### config.mk
export PLATFORM = sky130hd
export DESIGN_NAME = pmem_arbiter_flat
export DESIGN_NICKNAME = d
export VERILOG_FILES = /design/src/rtl/pmem_arbiter_if.sv /design/src/rtl/pmem_arbiter.sv /design/src/flat_wrapper.sv
export SDC_FILE = /design/constraint.sdc
export NUM_CORES = 1
export LEC_CHECK = 0
export BUFFER_PORTS_ARGS = -buffer_cell sky130_fd_sc_hd__clkbuf_2
export CAP_MARGIN = 20
export CORE_AREA = 2 2 545 547
export CTS_CLUSTER_DIAMETER = 30
export DETAILED_ROUTE_END_ITERATION = 16
export DIE_AREA = 0 0 547 549
export MAX_ROUTING_LAYER = met4
export PLACE_DENSITY = 0.37
export SYNTH_ARGS = -nofsm -noshare
export SYNTH_HDL_FRONTEND = slang
export SYNTH_SLANG_ARGS = --single-unit
### constraint.sdc
create_clock -name clk -period 66 [get_ports clk]
set_input_delay 3.3 -clock clk [delete_from_list [all_inputs] [get_ports clk]]
set_output_delay 3.3 -clock clk [all_outputs]
set_load 0.02 [all_outputs]
### src/rtl/pmem_arbiter_if.sv
// Line-port bundle between the two caches, the arbiter and the physical-memory side.
// The arbiter uses the slave view; the cache/memory environment uses the master view.
interface pmem_arbiter_if #(
   parameter int LINE_W = 256,
   parameter int ADDR_W = 32
) ();
   logic              i_read;
   logic [ADDR_W-1:0] i_addr;
   logic [LINE_W-1:0] i_rdata;
   logic              i_resp;
   logic              d_read;
   logic              d_write;
   logic [ADDR_W-1:0] d_addr;
   logic [LINE_W-1:0] d_wdata;
   logic [LINE_W-1:0] d_rdata;
   logic              d_resp;
   logic              m_read;
   logic              m_write;
   logic [ADDR_W-1:0] m_addr;
   logic [LINE_W-1:0] m_wdata;
   logic [LINE_W-1:0] m_rdata;
   logic              m_resp;

   modport slave (
      input  i_read, i_addr, d_read, d_write, d_addr, d_wdata, m_rdata, m_resp,
      output i_rdata, i_resp, d_rdata, d_resp, m_read, m_write, m_addr, m_wdata
   );

   modport master (
      output i_read, i_addr, d_read, d_write, d_addr, d_wdata, m_rdata, m_resp,
      input  i_rdata, i_resp, d_rdata, d_resp, m_read, m_write, m_addr, m_wdata
   );
endinterface

### src/rtl/pmem_arbiter.sv
// Serialising arbiter between icache/dcache line ports and one physical-memory line port.
// Round-robin on contention, or fixed dcache priority when ARB_MODE is 1.
module pmem_arbiter #(
   parameter int LINE_W   = 256,
   parameter int ADDR_W   = 32,
   parameter int ARB_MODE = 0
) (
   input logic           clk,
   input logic           rst,
   pmem_arbiter_if.slave bus
);
   typedef enum logic [1:0] {IDLE, BUSY_I, BUSY_D, RESP} state_t;
   typedef enum logic {GRANT_I = 1'b0, GRANT_D = 1'b1} grant_t;

   state_t            state_r, next_state_s;
   grant_t            last_grant_r;
   logic              grant_i_s, grant_d_s, d_req_s;
   logic              m_read_r, m_write_r, i_resp_r, d_resp_r;
   logic [ADDR_W-1:0] m_addr_r;
   logic [LINE_W-1:0] m_wdata_r, i_rdata_r, d_rdata_r;

   // Grant decision and next-state selection.
   always_comb begin
      next_state_s = state_r;
      grant_i_s    = 1'b0;
      grant_d_s    = 1'b0;
      d_req_s      = bus.d_read | bus.d_write;
      case (state_r)
         IDLE: begin
            if (bus.i_read && d_req_s) begin
               // On contention the side that did not win last time goes first.
               if ((ARB_MODE == 32'sd1) || (last_grant_r == GRANT_I)) begin
                  grant_d_s = 1'b1;
               end else begin
                  grant_i_s = 1'b1;
               end
            end else if (bus.i_read) begin
               grant_i_s = 1'b1;
            end else if (d_req_s) begin
               grant_d_s = 1'b1;
            end else begin
               grant_i_s = 1'b0;
            end
            if (grant_d_s) begin
               next_state_s = BUSY_D;
            end else if (grant_i_s) begin
               next_state_s = BUSY_I;
            end else begin
               next_state_s = IDLE;
            end
         end
         BUSY_I, BUSY_D: begin
            if (bus.m_resp) begin
               next_state_s = RESP;
            end else begin
               next_state_s = state_r;
            end
         end
         RESP:    next_state_s = IDLE;
         default: next_state_s = IDLE;
      endcase
   end

   // State, registered memory request and registered cache responses.
   always_ff @(posedge clk or posedge rst) begin
      if (rst) begin
         state_r      <= IDLE;
         last_grant_r <= GRANT_I;
         m_read_r     <= 1'b0;
         m_write_r    <= 1'b0;
         m_addr_r     <= {ADDR_W{1'b0}};
         m_wdata_r    <= {LINE_W{1'b0}};
         i_rdata_r    <= {LINE_W{1'b0}};
         d_rdata_r    <= {LINE_W{1'b0}};
         i_resp_r     <= 1'b0;
         d_resp_r     <= 1'b0;
      end else begin
         state_r <= next_state_s;
         case (state_r)
            IDLE: begin
               if (grant_d_s) begin
                  // A simultaneous read+write from the dcache is treated as a writeback.
                  m_addr_r     <= {bus.d_addr[ADDR_W-1:5], 5'b0};
                  m_wdata_r    <= bus.d_wdata;
                  m_write_r    <= bus.d_write;
                  m_read_r     <= ~bus.d_write;
                  last_grant_r <= GRANT_D;
               end else if (grant_i_s) begin
                  m_addr_r     <= {bus.i_addr[ADDR_W-1:5], 5'b0};
                  m_write_r    <= 1'b0;
                  m_read_r     <= 1'b1;
                  last_grant_r <= GRANT_I;
               end
            end
            BUSY_I: begin
               if (bus.m_resp) begin
                  i_rdata_r <= bus.m_rdata;
                  m_read_r  <= 1'b0;
                  m_write_r <= 1'b0;
                  i_resp_r  <= 1'b1;
               end
            end
            BUSY_D: begin
               if (bus.m_resp) begin
                  if (m_read_r) begin
                     d_rdata_r <= bus.m_rdata;
                  end
                  m_read_r  <= 1'b0;
                  m_write_r <= 1'b0;
                  d_resp_r  <= 1'b1;
               end
            end
            RESP: begin
               i_resp_r <= 1'b0;
               d_resp_r <= 1'b0;
            end
            default: begin
               m_read_r  <= 1'b0;
               m_write_r <= 1'b0;
               i_resp_r  <= 1'b0;
               d_resp_r  <= 1'b0;
            end
         endcase
      end
   end

   assign bus.m_read  = m_read_r;
   assign bus.m_write = m_write_r;
   assign bus.m_addr  = m_addr_r;
   assign bus.m_wdata = m_wdata_r;
   assign bus.i_rdata = i_rdata_r;
   assign bus.d_rdata = d_rdata_r;
   assign bus.i_resp  = i_resp_r;
   assign bus.d_resp  = d_resp_r;
endmodule
### src/flat_wrapper.sv
// flat-port wrapper written by rule: the top's interface ports become plain ports
module pmem_arbiter_flat 
#(
   parameter int LINE_W   = 256,
   parameter int ADDR_W   = 32,
   parameter int ARB_MODE = 0
)
  (clk, rst, bus_i_read, bus_i_addr, bus_d_read, bus_d_write, bus_d_addr, bus_d_wdata, bus_m_rdata, bus_m_resp, bus_i_rdata, bus_i_resp, bus_d_rdata, bus_d_resp, bus_m_read, bus_m_write, bus_m_addr, bus_m_wdata);
  pmem_arbiter_if #(.LINE_W(LINE_W), .ADDR_W(ADDR_W)) bus_i ();
  input logic clk;
  input logic rst;
  input wire logic [$bits(bus_i.i_read)-1:0] bus_i_read;
  input wire logic [$bits(bus_i.i_addr)-1:0] bus_i_addr;
  input wire logic [$bits(bus_i.d_read)-1:0] bus_d_read;
  input wire logic [$bits(bus_i.d_write)-1:0] bus_d_write;
  input wire logic [$bits(bus_i.d_addr)-1:0] bus_d_addr;
  input wire logic [$bits(bus_i.d_wdata)-1:0] bus_d_wdata;
  input wire logic [$bits(bus_i.m_rdata)-1:0] bus_m_rdata;
  input wire logic [$bits(bus_i.m_resp)-1:0] bus_m_resp;
  output wire logic [$bits(bus_i.i_rdata)-1:0] bus_i_rdata;
  output wire logic [$bits(bus_i.i_resp)-1:0] bus_i_resp;
  output wire logic [$bits(bus_i.d_rdata)-1:0] bus_d_rdata;
  output wire logic [$bits(bus_i.d_resp)-1:0] bus_d_resp;
  output wire logic [$bits(bus_i.m_read)-1:0] bus_m_read;
  output wire logic [$bits(bus_i.m_write)-1:0] bus_m_write;
  output wire logic [$bits(bus_i.m_addr)-1:0] bus_m_addr;
  output wire logic [$bits(bus_i.m_wdata)-1:0] bus_m_wdata;
  assign bus_i.i_read = bus_i_read;
  assign bus_i.i_addr = bus_i_addr;
  assign bus_i.d_read = bus_d_read;
  assign bus_i.d_write = bus_d_write;
  assign bus_i.d_addr = bus_d_addr;
  assign bus_i.d_wdata = bus_d_wdata;
  assign bus_i.m_rdata = bus_m_rdata;
  assign bus_i.m_resp = bus_m_resp;
  assign bus_i_rdata = bus_i.i_rdata;
  assign bus_i_resp = bus_i.i_resp;
  assign bus_d_rdata = bus_i.d_rdata;
  assign bus_d_resp = bus_i.d_resp;
  assign bus_m_read = bus_i.m_read;
  assign bus_m_write = bus_i.m_write;
  assign bus_m_addr = bus_i.m_addr;
  assign bus_m_wdata = bus_i.m_wdata;
  pmem_arbiter #(.LINE_W(LINE_W), .ADDR_W(ADDR_W), .ARB_MODE(ARB_MODE)) u_core (.clk(clk), .rst(rst), .bus(bus_i));
endmodule
; Word-level counts from Yosys, hierarchy flattened
; Index checks and enable logic that the tools add are counted.
[word_totals]
elab_cells = 61
out_inout_bits = 804
reg_bits = 807
[classes]
n_bitwise = 2
n_mux = 28
eq_ne = 7
n_reduce_logical = 14
[ops]
columns = operator, n
row1 = 2-to-1 mux 32 bit, 2
row2 = 2-to-1 mux 1 bit, 19
row3 = AND reduction 2 bit, 5
row4 = case mux 1 bit (2 select lines), 4
row5 = nonzero test 2 bit, 4
row6 = case mux 2 bit (3 select lines), 1
row7 = AND reduction 3 bit, 2
row8 = "== test 2 bit, second input constant", 2
row9 = 2-to-1 mux 2 bit, 2
row10 = "inequality test 2 bit, second input constant", 2
row11 = "inequality test 3 x 1 -> 1 bit, second input constant", 1
row12 = "== test 2 x 1 -> 1 bit, second input constant", 1
row13 = zero test 2 bit, 1
row14 = "inequality test 2 x 1 -> 1 bit, second input constant", 1
row15 = OR reduction 2 bit, 1
row16 = logical AND 1 bit, 1
row17 = NOT 1 bit, 1
row18 = bitwise OR 1 bit, 1

; Depth between registers and ports, before layout
[depth]
depth_word = 8
mapped_depth = 9
depth_no_buf = 5

; Least setup slack after synthesis
; OpenSTA, ideal clock, no wires.
[synth_path]
path_kind = input to register
from = input bus_i_read
to = register u_core.m_wdata_r[10] (netlist: u_core.bus.m_wdata[10])
path_buffers = 4
setup_time_ps = 127
required_ps = 65873
slack_ps = 61368
arrival_ps = 4505
cell_stages = 7
path_cell_list = buf_2 a21bo_1 buf_4 nor2_8 buf_6 buf_6 mux2_1
[synth_between]
elab_chain_len = 5
[synth_rtl]
columns = element, line
row1 = from (decl), flat_wrapper.sv:12  ; input wire logic [$bits(bus_i.i_read)-1:0] bus_i_read;
row2 = 2-to-1 mux 1 bit / logical AND 1 bit (equally long branches), "pmem_arbiter.sv:37, pmem_arbiter.sv:30"
row3 = 2-to-1 mux 1 bit *, pmem_arbiter.sv:30  ; if (bus.i_read && d_req_s) begin
row4 = 2-to-1 mux 1 bit * (2 in a row), pmem_arbiter.sv:28  ; case (state_r)
row5 = AND reduction 2 bit (no source line) *, --
row6 = to (signal assigned), pmem_arbiter.sv:72  ; m_wdata_r <= {LINE_W{1'b0}};
row7 = to (signal assigned), pmem_arbiter.sv:84  ; m_wdata_r <= bus.d_wdata;
row8 = to (decl), pmem_arbiter.sv:20  ; logic [LINE_W-1:0] m_wdata_r, i_rdata_r, d_rdata_r;
; Every way passes the cells marked *; elsewhere a longest branch is shown, timed or not. The select of a mux whose other input is x is not followed.
; A chain may end at the register's enable or synchronous reset.

==> run_summary.xml <==
<?xml version="1.0" encoding="UTF-8"?>
<metrics>
  <group name="status">
    <metric name="status" unit="">complete, no violations</metric>
  </group>
  <group name="timing">
    <metric name="rsz0062_at_grt" unit="">false</metric>
    <metric name="period_utilization_post_route" unit="%">11.7</metric>
    <metric name="fin_tns_setup" unit="ns">0</metric>
    <metric name="fmax" unit="MHz">129</metric>
    <metric name="worst_clock_skew" unit="ns">0.0696</metric>
    <metric name="maxSlewViolCount" unit="">0</metric>
    <metric name="total_setup_violations_reported_at_the_end_of_the_flow" unit="">0</metric>
    <metric name="relative_max_transition_margin" unit="%">29.9</metric>
    <metric name="period_minus_slack" unit="ns">7.73</metric>
    <metric name="worst_pin_slew" unit="ns">1.05</metric>
    <metric name="finalHoldViolCount" unit="">0</metric>
  </group>
  <group name="clocking">
    <metric name="cts_root_buffer" unit="">sky130_fd_sc_hd__clkbuf_16</metric>
    <metric name="worst_skew_pair.late_latency" unit="ns">0.86</metric>
    <metric name="postCtsSetupRepairBufs" unit="">0</metric>
    <metric name="cts_max_path_buffers" unit="">4</metric>
    <metric name="htree_num_levels" unit="">4</metric>
    <metric name="cts_tree" unit="">yes</metric>
    <metric name="numClockSinks" unit="">802</metric>
    <metric name="ctsHoldBuffers" unit="">0</metric>
    <metric name="worst_setup_hold_path_clk_slew" unit="ns">0.04</metric>
    <metric name="number_of_cts_inserted_buffers" unit="">245</metric>
    <metric name="cts_resized" unit="">0</metric>
  </group>
  <group name="setup_path">
    <metric name="worstPathMaxFanout" unit="">73</metric>
    <metric name="timing_worst_setup_path_type" unit="">in2async</metric>
    <metric name="worst-path-buf-inv" unit="">8</metric>
    <metric name="timing.critical_path.arrival" unit="ns">8.51</metric>
    <metric name="worstPathRequired" unit="ns">66.78</metric>
    <metric name="path_cells" unit="">clkbuf_2, inv_8, buf_4, buf_4, buf_4, buf_4, buf_4, buf_4</metric>
    <metric name="max_stage_delay" unit="ns">0.84</metric>
    <metric name="critical_path.startpoint" unit="">rst</metric>
    <metric name="reg2reg_end" unit="">u_core.bus.d_rdata[98]</metric>
    <metric name="most_frequent_cell_on_critical_path" unit="">sky130_fd_sc_hd__buf_4</metric>
    <metric name="timing.critical_path.from_type" unit="">primary input</metric>
    <metric name="timing.critical_path.slowest_stage_cell" unit="">sky130_fd_sc_hd__buf_4</metric>
    <metric name="worst_path_dominant_cell_family" unit="">buffers and inverters</metric>
    <metric name="worst_r2r_startpoint" unit="">u_core.state_r[0]</metric>
    <metric name="worst_r2r_path_depth" unit="">8</metric>
    <metric name="regToRegSetupSlack" unit="ns">61.35</metric>
    <metric name="crit_path_end_kind" unit="">async pin</metric>
  </group>
  <group name="logic_synthesis">
    <metric name="synth-seq-cells" unit="">802</metric>
    <metric name="yosysTopAreaCell" unit="">sky130_fd_sc_hd__dfrtp_1</metric>
    <metric name="yosys-top-cells-area" unit="">sky130_fd_sc_hd__dfrtp_1, sky130_fd_sc_hd__mux2_2, sky130_fd_sc_hd__mux2_1, sky130_fd_sc_hd__buf_8, sky130_fd_sc_hd__buf_2</metric>
    <metric name="synth-warning-count" unit="">0</metric>
    <metric name="postSynthAreaPerCell" unit="µm²">16.6</metric>
    <metric name="netlist_area" unit="mm²">0.0304</metric>
    <metric name="synth-seq-area-share" unit="%">66.1</metric>
    <metric name="synth_enable_flop_cells" unit="">0</metric>
    <metric name="synth.distinct_cells" unit="">36</metric>
    <metric name="portion_of_synthesized_cell_area_occupied_by_the_leading_cell_type" unit="%">66.1</metric>
    <metric name="synthArstFlopShare" unit="%">100</metric>
    <metric name="synthCells" unit="">1830</metric>
    <metric name="postSynth.topFlopCell" unit="">sky130_fd_sc_hd__dfrtp_1</metric>
  </group>
  <group name="die">
    <metric name="core_area" unit="mm²">0.295</metric>
    <metric name="dieArea" unit="mm²">0.300</metric>
    <metric name="std_cell_rows" unit="">200</metric>
    <metric name="horizontal_extent_of_the_die" unit="µm">547</metric>
    <metric name="die_y" unit="µm">549</metric>
    <metric name="design.portCount" unit="">1386</metric>
    <metric name="initial_core_util" unit="%">10.3</metric>
  </group>
  <group name="detailed_routing">
    <metric name="vias_per_cell" unit="">3.03</metric>
    <metric name="wirelength" unit="µm">189000</metric>
    <metric name="antenna_violating_nets_post_route" unit="">0</metric>
    <metric name="routed-via-count" unit="">23100</metric>
    <metric name="initialDrtViolationCount" unit="">720</metric>
    <metric name="detail_route.drc_violations" unit="">0</metric>
    <metric name="dr.pass1.iters" unit="">5</metric>
    <metric name="post_drt_wl_per_cell" unit="µm">24.9</metric>
  </group>
  <group name="power_and_ir_drop">
    <metric name="power_density" unit="mW/mm²">64.8</metric>
    <metric name="cellLeakagePower" unit="nW">23.3</metric>
    <metric name="max_rail_drop_vdd" unit="mV">0.0343</metric>
  </group>
  <group name="place">
    <metric name="place_congestion" unit="">0.913</metric>
    <metric name="placed_cell_area" unit="mm²">0.0416</metric>
    <metric name="numPortBuffers" unit="">1370</metric>
    <metric name="hpwlAfterDp" unit="µm">157000</metric>
  </group>
  <group name="grt">
    <metric name="grt_max_degree" unit="">83</metric>
    <metric name="number_of_global_route_vias_before_repair" unit="">25100</metric>
    <metric name="grt_antenna_before_repair" unit="">161</metric>
    <metric name="wire_length_of_the_first_global_routing_pass" unit="µm">243000</metric>
    <metric name="global_route_total_usage_across_every_layer" unit="%">12.5</metric>
    <metric name="grt_overflow" unit="">0</metric>
  </group>
  <group name="finish">
    <metric name="seqCellArea" unit="mm²">0.0201</metric>
    <metric name="finalInstanceArea" unit="mm²">0.0507</metric>
    <metric name="n_fill_cell" unit="">32700</metric>
    <metric name="final_layout_size_suffix_gt1_share" unit="%">66.3</metric>
    <metric name="finish.net_count" unit="">3960</metric>
    <metric name="area_growth_syn_to_layout" unit="%">67.0</metric>
    <metric name="multiInputGateArea" unit="mm²">0.00951</metric>
  </group>
  <group name="min_path">
    <metric name="hold_class" unit="">reg2reg</metric>
    <metric name="worst_hold_start" unit="">u_core.bus.m_wdata[125]</metric>
    <metric name="worstHoldPathCells" unit="">1</metric>
    <metric name="hold-path-endpoint" unit="">u_core.bus.m_wdata[125]</metric>
  </group>
  <group name="run">
    <metric name="max_cap_viol_count" unit="">0</metric>
  </group>
</metrics>
stage by stage:
stage / setup slack, ns / hold slack (ns) / utilization [%] / std cells / total power, mW
2_1_floorplan: 40.18 / 0.484 / - / 1834 / 1.53
3_3_place_gp: 57.09 / 0.471 / 14.1 / 7066 / 2.08
3_5_place_dp: 57.03 / 0.474 / 14.1 / 7066 / 2.09
4_1_cts: 57.95 / 0.483 / 17.1 / 7519 / 3.36
5_1_grt: 57.45 / 0.491 / 17.2 / 7602 / 3.44
6_report: 58.27 / 0.479 / 17.2 / 7608 / 3.29
worst max path at each step:
stage,end,slack [ns],cells past startpoint
after floorplan,u_core.bus.d_rdata[0],40.18,1
after global placement,u_core.bus.m_wdata[24],57.09,8
after detailed placement,u_core.bus.m_wdata[24],57.03,8
after CTS,u_core.bus.d_rdata[244],57.95,8
after global routing,u_core.bus.d_rdata[244],57.45,8
final,u_core.bus.d_rdata[244],58.27,8
report_power, final:
| part | internal, mW | switching (mW) |
|---|---|---|
| Combinational | 0.404 | 0.758 |
| Clock | 0.876 | 0.362 |
| Sequential | 0.748 | 0.138 |
cells in the mapped netlist, types with 2 or more instances:
cell / count
sky130_fd_sc_hd__mux2_1: 229
sky130_fd_sc_hd__dfrtp_1: 802
sky130_fd_sc_hd__a31oi_1: 28
sky130_fd_sc_hd__nand3_1: 2
sky130_fd_sc_hd__buf_2: 57
sky130_fd_sc_hd__buf_12: 2
sky130_fd_sc_hd__nor2_1: 29
sky130_fd_sc_hd__inv_1: 4
sky130_fd_sc_hd__mux2_2: 539
sky130_fd_sc_hd__clkbuf_1: 15
sky130_fd_sc_hd__buf_4: 9
sky130_fd_sc_hd__o21ai_0: 28
sky130_fd_sc_hd__a21oi_1: 31
sky130_fd_sc_hd__nand2_1: 7
sky130_fd_sc_hd__buf_6: 4
sky130_fd_sc_hd__nor3_1: 2
sky130_fd_sc_hd__buf_8: 20
sky130_fd_sc_hd__ha_1: 4
kinds of logic (layout without fill, tap and decap cells):
| logic type | after synthesis | in the layout | synth area share (%) |
|---|---|---|---|
| buffers and inverters | 113 | 1859 | 2.70 |
| other | 1 | 94 | 0.0124 |
| adder cells (fa/ha/maj) | 4 | 4 | 0.165 |
| AND/OR/NAND/NOR | 44 | 44 | 0.655 |
| AO/OA/AOI/OAI | 98 | 98 | 1.87 |
| flip-flops | 802 | 802 | 66.1 |
| multiplexers | 768 | 768 | 28.5 |
registers in the layout, indices dropped and copies added, names as in the netlist:
register	cells
u_core.state_r	2
u_core.bus.m_read	1
u_core.bus.d_rdata	256
u_core.bus.m_addr	27
u_core.last_grant_r	1
u_core.bus.m_wdata	256
u_core.bus.i_rdata	256
u_core.bus.d_resp	1
u_core.bus.m_write	1
u_core.bus.i_resp	1
cells in the final DEF, fill, tap and decap left out, drive strengths merged, types with 2 or more instances in the layout:
master	count
conb	5
clkinvlp	15
buf	32
dfrtp	802
nand2	7
nand3	2
a31oi	28
nor2	31
a21oi	31
diode	89
nor3	2
inv	5
bufinv	35
clkbuf	1705
o21ai	28
ha	4
mux2	768
clkinv	67
metal layers:
metal | share of wire, % | track usage, %
met2 | 46 | 19.6
met4 | 3.2 | 3.78
met1 | 35 | 12.1
met5 | 0 | -
met3 | 16 | 9.26
area by class of cell:
| type | count | area share, % |
|---|---|---|
| tap | 3939 | 9.72 |
| clock buffer | 335 | 13.9 |
| antenna | 89 | 0.439 |
| multi-input combinational | 919 | 18.7 |
| sequential | 802 | 39.6 |
| timing repair buffer | 1402 | 14.0 |
| inverter | 4 | 0.0444 |
| clock inverter | 118 | 3.51 |
Power figures use the tool's default switching activity.
